==> config.mk <==
export PLATFORM = sky130hd
export DESIGN_NAME = bram1_client
export DESIGN_NICKNAME = d
export VERILOG_FILES = /design/src/rtl/bram1_client_fifo.sv /design/src/rtl/bram1_client.sv
export SDC_FILE = /design/constraint.sdc
export NUM_CORES = 1
export LEC_CHECK = 0
export ABC_AREA = 1
export CORE_ASPECT_RATIO = 0.9
export CORE_MARGIN = 5
export CORE_UTILIZATION = 40
export DETAILED_ROUTE_END_ITERATION = 6
export PLACE_DENSITY = 0.72
export SYNTH_ARGS = -nofsm -noshare
export SYNTH_HDL_FRONTEND = slang
export SYNTH_HIERARCHICAL = 1
export SYNTH_SLANG_ARGS = --single-unit
==> constraint.sdc <==
create_clock -name CLK -period 3.6 [get_ports CLK]
set_input_delay 0.36 -clock CLK [delete_from_list [all_inputs] [get_ports CLK]]
set_output_delay 0.36 -clock CLK [all_outputs]
set_load 0.02 [all_outputs]
==> src/rtl/bram1_client_fifo.sv <==
`default_nettype none
// ============================================================================
// Module   : bram1_client_fifo
// Desc     : Response FIFO with synchronous reset, any depth >= 2, and output
//            taken directly from registered storage.
// Revision : 1.0 - initial release
// ============================================================================
module bram1_client_fifo #(
    parameter int DATA_WIDTH = 1,
    parameter int DEPTH      = 4
) (
    input  logic                         clk,
    input  logic                         rst,
    input  logic                         push_i,
    input  logic [DATA_WIDTH-1:0]        data_i,
    input  logic                         pop_i,
    output logic [DATA_WIDTH-1:0]        data_o,
    output logic [$clog2(DEPTH+1)-1:0]   count_o
);

    localparam int PTR_W = $clog2(DEPTH);
    localparam int CNT_W = $clog2(DEPTH + 1);
    localparam logic [PTR_W-1:0] LAST_PTR = PTR_W'(DEPTH - 1);

    logic [DATA_WIDTH-1:0] mem_q [DEPTH];
    logic [PTR_W-1:0]      wr_ptr_q, wr_ptr_d;
    logic [PTR_W-1:0]      rd_ptr_q, rd_ptr_d;
    logic [CNT_W-1:0]      count_q, count_d;
    logic                  do_pop;

    // Explicit wrap keeps non-power-of-two depths correct.
    function automatic logic [PTR_W-1:0] ptr_inc(input logic [PTR_W-1:0] p);
        return (p == LAST_PTR) ? '0 : p + PTR_W'(1);
    endfunction

    assign do_pop = pop_i && (count_q != '0);

    always_comb begin
        wr_ptr_d = wr_ptr_q;
        rd_ptr_d = rd_ptr_q;
        count_d  = count_q;
        if (push_i) begin
            wr_ptr_d = ptr_inc(wr_ptr_q);
        end
        if (do_pop) begin
            rd_ptr_d = ptr_inc(rd_ptr_q);
        end
        if (push_i && !do_pop) begin
            count_d = count_q + CNT_W'(1);
        end else if (!push_i && do_pop) begin
            count_d = count_q - CNT_W'(1);
        end
    end

    always_ff @(posedge clk) begin
        if (rst) begin
            wr_ptr_q <= '0;
            rd_ptr_q <= '0;
            count_q  <= '0;
        end else begin
            wr_ptr_q <= wr_ptr_d;
            rd_ptr_q <= rd_ptr_d;
            count_q  <= count_d;
        end
    end

    always_ff @(posedge clk) begin
        if (push_i) begin
            mem_q[wr_ptr_q] <= data_i;
        end
    end

    assign data_o  = mem_q[rd_ptr_q];
    assign count_o = count_q;

endmodule
`default_nettype wire

==> src/rtl/bram1_client.sv <==
`default_nettype none
// ============================================================================
// Module   : bram1_client
// Desc     : Valid/ready request front end for a single-ported BRAM1, returning
//            read data in order through a credit-protected response FIFO.
// Revision : 1.0 - initial release
// ============================================================================
module bram1_client #(
    parameter int PIPELINED  = 0,
    parameter int ADDR_WIDTH = 1,
    parameter int DATA_WIDTH = 1,
    parameter int RSP_DEPTH  = 4
) (
    input  logic                  CLK,
    input  logic                  RST,
    input  logic                  req_valid,
    output logic                  req_ready,
    input  logic                  req_write,
    input  logic [ADDR_WIDTH-1:0] req_addr,
    input  logic [DATA_WIDTH-1:0] req_data,
    output logic                  rsp_valid,
    input  logic                  rsp_ready,
    output logic [DATA_WIDTH-1:0] rsp_data,
    output logic                  bram_en,
    output logic                  bram_we,
    output logic [ADDR_WIDTH-1:0] bram_addr,
    output logic [DATA_WIDTH-1:0] bram_di,
    input  logic [DATA_WIDTH-1:0] bram_do
);

    localparam int LAT   = 1 + PIPELINED;
    localparam int CNT_W = $clog2(RSP_DEPTH + 1);

    logic             accept;
    logic             rd_accept;
    logic             capture;
    logic             pop;
    logic [CNT_W-1:0] outstanding_q, outstanding_d;
    logic [CNT_W-1:0] fifo_count;
    logic [LAT-1:0]   inflight_q, inflight_d;

    // Credits count reads in flight plus queued data, so a capture always has room.
    assign req_ready = !RST && (outstanding_q < CNT_W'(RSP_DEPTH));
    assign accept    = req_valid && req_ready;
    assign rd_accept = accept && !req_write;

    assign bram_en   = accept;
    assign bram_we   = accept && req_write;
    assign bram_addr = req_addr;
    assign bram_di   = req_data;

    assign capture   = inflight_q[LAT-1];
    assign rsp_valid = !RST && (fifo_count != '0);
    assign pop       = rsp_valid && rsp_ready;

    generate
        if (LAT == 1) begin : g_lat_single
            assign inflight_d = rd_accept;
        end else begin : g_lat_multi
            assign inflight_d = {inflight_q[LAT-2:0], rd_accept};
        end
    endgenerate

    always_comb begin
        outstanding_d = outstanding_q;
        if (rd_accept && !pop) begin
            outstanding_d = outstanding_q + CNT_W'(1);
        end else if (!rd_accept && pop) begin
            outstanding_d = outstanding_q - CNT_W'(1);
        end
    end

    always_ff @(posedge CLK) begin
        if (RST) begin
            outstanding_q <= '0;
            inflight_q    <= '0;
        end else begin
            outstanding_q <= outstanding_d;
            inflight_q    <= inflight_d;
        end
    end

    bram1_client_fifo #(
        .DATA_WIDTH (DATA_WIDTH),
        .DEPTH      (RSP_DEPTH)
    ) u_rsp_fifo (
        .clk     (CLK),
        .rst     (RST),
        .push_i  (capture),
        .data_i  (bram_do),
        .pop_i   (pop),
        .data_o  (rsp_data),
        .count_o (fifo_count)
    );

endmodule
`default_nettype wire

# == After elaboration in Yosys (flattened, before gate mapping) ==
# Memory sizes are Yosys's and may differ from the RTL's. A register that Yosys moved wholly into a read port is not among the register bits.
# Index checks and enable logic that the tools add are counted.
# Widths: inputs -> output; s select.
# classes
reduce_logical,20
order_cmp,1
eq_ne,2
addsub,6
mux,10
# op_table
cell,count
$mux 3,4
$logic_and 1x1->1,11
$mux 2,4
$add 3x1->3 const B,2
$logic_not 1->1,6
$sub 3x1->3 const B,2
$add 2x1->2 const B,2
$eq 2x2->1 const B,2
$reduce_bool 2->1,2
$lt 3x3->1 const B,1
$reduce_bool 3->1,1
$mux 1,2
# word_totals
memories,1
register_bits,11
output_inout_bits,7
wordCells,45
ram_bits,4
inputBits,8
# memory_table
memory,depth,word_bits,rd,rd_ports_with_merged_regs,wr,line,text
u_rsp_fifo.mem_q,4,1,1,1,1,bram1_client_fifo.sv:25,logic [DATA_WIDTH-1:0] mem_q [DEPTH];

# == Depth between registers and ports, before layout ==
# depth
depth_word,8
ltp_mapped,14
mapped_depth_nobuf,14

# == Modules after synthesis ==
# Netlist, hierarchy kept.
# by_module_without_submodules
mod,area_each_um2,cells_per_inst,n_inst,seq_area_each_um2
bram1_client_fifo,646.9,75,1,300.3
bram1_client,259.0,37,1,80.1

# == Worst setup path after synthesis ==
# OpenSTA, ideal clock, no wires.
# synth_timing
path_kind,flip-flop to flip-flop
from,"register u_rsp_fifo.count_q[1], in the netlist u_rsp_fifo/count_o[1]"
to,"register u_rsp_fifo.count_q[1], in the netlist u_rsp_fifo/count_o[1]"
setup_time_ps,116
path_slack_ps,1636
t_arrival_ps,1849
required_ps,3484
stages_incl_launch_ff,11
path_cell_list,dfxtp_1 > nor2_1 > a21oi_2 > nand2_1 > inv_1 > nand2_2 > ha_1 > inv_1 > fa_1 > o21ai_0 > nor2_1
# synth_between
elab_chain_len,7
# synth_lines
item,line,text
start: declaration,bram1_client_fifo.sv:28,"logic [CNT_W-1:0] count_q, count_d;"
start signal: assignment,bram1_client_fifo.sv:63,count_q <= count_d;
$reduce_bool 3->1,bram1_client.sv:53,assign rsp_valid = !RST && (fifo_count != '0);
$logic_and 1x1->1,bram1_client.sv:53,
via rsp_valid,bram1_client.sv:21,"output logic rsp_valid,"
$logic_and 1x1->1,bram1_client.sv:54,assign pop = rsp_valid && rsp_ready;
via pop,bram1_client.sv:37,logic pop;
$logic_and 1x1->1,bram1_client_fifo.sv:36,assign do_pop = pop_i && (count_q != '0);
$logic_not 1->1,bram1_client_fifo.sv:48,if (push_i && !do_pop) begin
$logic_and 1x1->1,bram1_client_fifo.sv:48,
$mux 3,bram1_client_fifo.sv:48,
via u_rsp_fifo.count_d[1],bram1_client_fifo.sv:28,
# The timed path passes the listed nets, and every way through them passes these cells. The select of a mux whose other input is x is not followed.
# A chain may end at the register's enable or synchronous reset.

# == Final worst setup path ==
# layout_timing
from,input RST
to,output bram_we
# layout_between
elab_chain_len,4
# layout_lines
item,line,text
start: declaration,bram1_client.sv:15,"input logic RST,"
$logic_not 1->1,bram1_client.sv:43,assign req_ready = !RST && (outstanding_q < CNT_W'(RSP_DEPTH));
$logic_and 1x1->1,bram1_client.sv:43,
$logic_and 1x1->1,bram1_client.sv:44,assign accept = req_valid && req_ready;
$logic_and 1x1->1,bram1_client.sv:48,assign bram_we = accept && req_write;
end: declaration,bram1_client.sv:25,"output logic bram_we,"
# Every way passes these cells.

==> flow_summary.toml <==
[clock_tree]
cts.hold.buffers_added = 0
clk_latency_worst_skew_pair_ns = 0.29
clock_path_buffers = 2
cts-htree-levels = 1
clk_pin_slew_ns = 0.10
postCtsResizedCells = 0
cts-buffers-inserted = 3
post-cts-setup-buffers = 0
cts_tree = "built"
cts_num_sinks = 17
cts_root_buffer = "sky130_fd_sc_hd__clkbuf_4"

[final_layout]
final_layout_size_suffix_gt1_frac = 0.130
number_of_diodes = 0
sequential_cell_area_um2 = 380
syn2layout_area_growth_pct = 15.6
final_nets = 141
multi_input_area_um2 = 415
layout.cells.most_common = "sky130_fd_sc_hd__inv_1"
nFillCells = 220
most-common-layout-cells = "sky130_fd_sc_hd__inv_1 (23), sky130_fd_sc_hd__nor2_1 (20), sky130_fd_sc_hd__nand2_1 (14)"

[timing]
setup_total_negative_slack_ns = 0
worst_clock_skew_ns = 0.00188
final.min_clock_period_ns = 2.28
grt_setup_unrepaired = "false"
post-route-period-util = 0.633
finalMaxSlewViolations = 0
worst_hold_slack_ns = 0.529
max_slew_margin = 0.789
maxClockFrequency_mhz = 439
setup-violations-final = 0
worst_tran_pin_value_ns = 0.315
number_of_hold_violations_in_the_final_report = 0

[logic_synthesis]
yosys.area.top_type = "sky130_fd_sc_hd__dfxtp_1"
synth_largest_type_area_fraction = 0.287
syn_area_per_cell_um2 = 8.09
synthesis.yosys.warnings = 6
part_of_the_yosys_area_used_for_sequential_elements = 0.420
mappedNetlistArea_um2 = 906
synth.distinct_cells = 22
synth_seq_cells = 17
netlist_top_cells_area = "sky130_fd_sc_hd__dfxtp_1 (29%), sky130_fd_sc_hd__edfxtp_1 (13%), sky130_fd_sc_hd__ha_1 (9.7%)"
net_count_after_synthesis = 129
syn_inst = 112

[detailed_routing]
antenna_violating_nets_post_route = 0
via_per_inst = 4.43
drt_first_iter_violations = 9
detailroute.via_count = 664
detail_route.drc_violations = 0
drt_pre_antenna_iters = 4
total_detailed_routing_wirelength_mm = 1.46
wl_per_cell_um = 9.73

[pwr]
share_clk_of_total_power = 0.250
combPwrFrac = 0.211
peakVddDrop_mv = 0.328
p_sw_uw = 118
power_per_cell_area_nw_per_um2 = 386
power_switching_share = 0.292
power_frac_seq = 0.539
p_int_uw = 286
static-leakage-power_nw = 0.489

[floorplanning]
start_util = 0.419
floorplan.die.height_um = 55.1
boundary_pins = 15
die_width_um = 60.2
dieArea_um2 = 3320
rows = 16
core_area_um2 = 2160

[worst_setup_path]
crit_path_frequent_cell = "sky130_fd_sc_hd__clkdlybuf4s50_1"
cp_max_fo = 7
timing.critical_path.from_type = "input port"
critPathSlowestCell = "sky130_fd_sc_hd__clkdlybuf4s50_1"
cp.required_ns = 3.24
timing.critical_path.to_type = "output port"
critPathTopFamily = "buffers and inverters"
cp.arrival_ns = 1.92
worstPathCellList = "clkdlybuf4s50_1 > nor2_2 > nand2_1 > nor2_1 > clkdlybuf4s50_1"
worst-path-buf-inv = 2
path_type_of_the_worst_setup_path = "in2out"
crit_path_max_incr_delay_ns = 0.61

[min_path]
min_path_type = "reg2reg"

[outcome]
outcome = "finished, final reports clean"

[global_route]
global_route.usage.total = 0.106
maximum_number_of_pins_on_one_net_before_global_route_repair = 11
grt_antenna_before_repair = 0
first_global_vias = 615
first_pass_grt_wire_length_mm = 2.55
overflow = 0

[place]
placement.io_buffers = 10
dpl.hpwl_mm = 1.20
routabilityCongestion = 0.804

[flow_run]
max_cap_viol_count = 0
[kinds of logic (layout without fill, tap and decap cells)]
kind of cell | Yosys count | in the layout | share of synthesized area
buffers and inverters | 27 | 38 | 0.122
DFF | 17 | 17 | 0.420
and+or+nand+nor | 47 | 47 | 0.239
adders and majority gates | 9 | 9 | 0.141
AOI/OAI and AO/OA | 10 | 10 | 0.0594
xor gates and xnor gates | 2 | 2 | 0.0193
[through the flow]
step            util  instance area [µm²]  cells  total power, mW  worst slack [ns]
3_3_place_gp   0.472                 1020    146            0.303              1.19
3_5_place_dp   0.472                 1020    146            0.308              1.11
5_1_grt        0.484                 1050    150            0.434              1.20
4_1_cts        0.484                 1050    150            0.411              1.29
6_report       0.484                 1050    150            0.404              1.32
2_1_floorplan      -                  906    112            0.282              1.64
[power by group through the flow]
stage	Clock, mW	Sequential, mW	Combinational [mW]
CTS	0.107	0.218	0.0862
finish	0.101	0.218	0.0852
floorplan	0	0.219	0.0631
global placement	0	0.222	0.0812
detailed placement	0	0.222	0.0857
global route	0.118	0.219	0.0963
[layer usage]
metal / up-vias / share of wire / GRT usage
met2: 17 / 0.49 / 0.187
met5: - / 0 / 0
met4: 0 / 0 / 0.0332
li1: 359 / - / -
met1: 288 / 0.43 / 0.109
met3: 0 / 0.077 / 0.0557
[synth_stat cells (all sizes together)]
master	instances
a21oi	4
buf	3
dfxtp	13
edfxtp	4
fa	2
ha	7
inv	24
nand2	19
nand3	2
nand3b	1
nand4	1
nor2	23
nor3	1
o21ai	6
xnor2	1
xor2	1
[final timing paths]
path / startpoint / end / slack, ns / cells after the start
worst max-delay path: RST / bram_we / 1.32 / 5
worst min-delay path: outstanding_q[1] / outstanding_q[1] / 0.53 / 2
worst max register to register: u_rsp_fifo/count_o[1] / u_rsp_fifo/count_o[1] / 1.60 / 10
worst min register to register: outstanding_q[1] / outstanding_q[1] / 0.53 / 2
[cell type report]
| class | count | share of cell area |
|---|---|---|
| multi-input cells | 68 | 0.397 |
| clock buffers | 3 | 0.0215 |
| repair buffers | 10 | 0.0956 |
| flip-flops and latches | 17 | 0.363 |
| clock inverters | 1 | 0.00478 |
| well taps | 27 | 0.0323 |
| inverters | 24 | 0.0860 |
[worst min-delay path: cells and delay by family, from the launching register on]
| family | cells | cell delay, ns |
|---|---|---|
| flops | 1 | 0.34 |
| simple gates | 2 | 0.16 |
(Power assumes the default switching activity.)
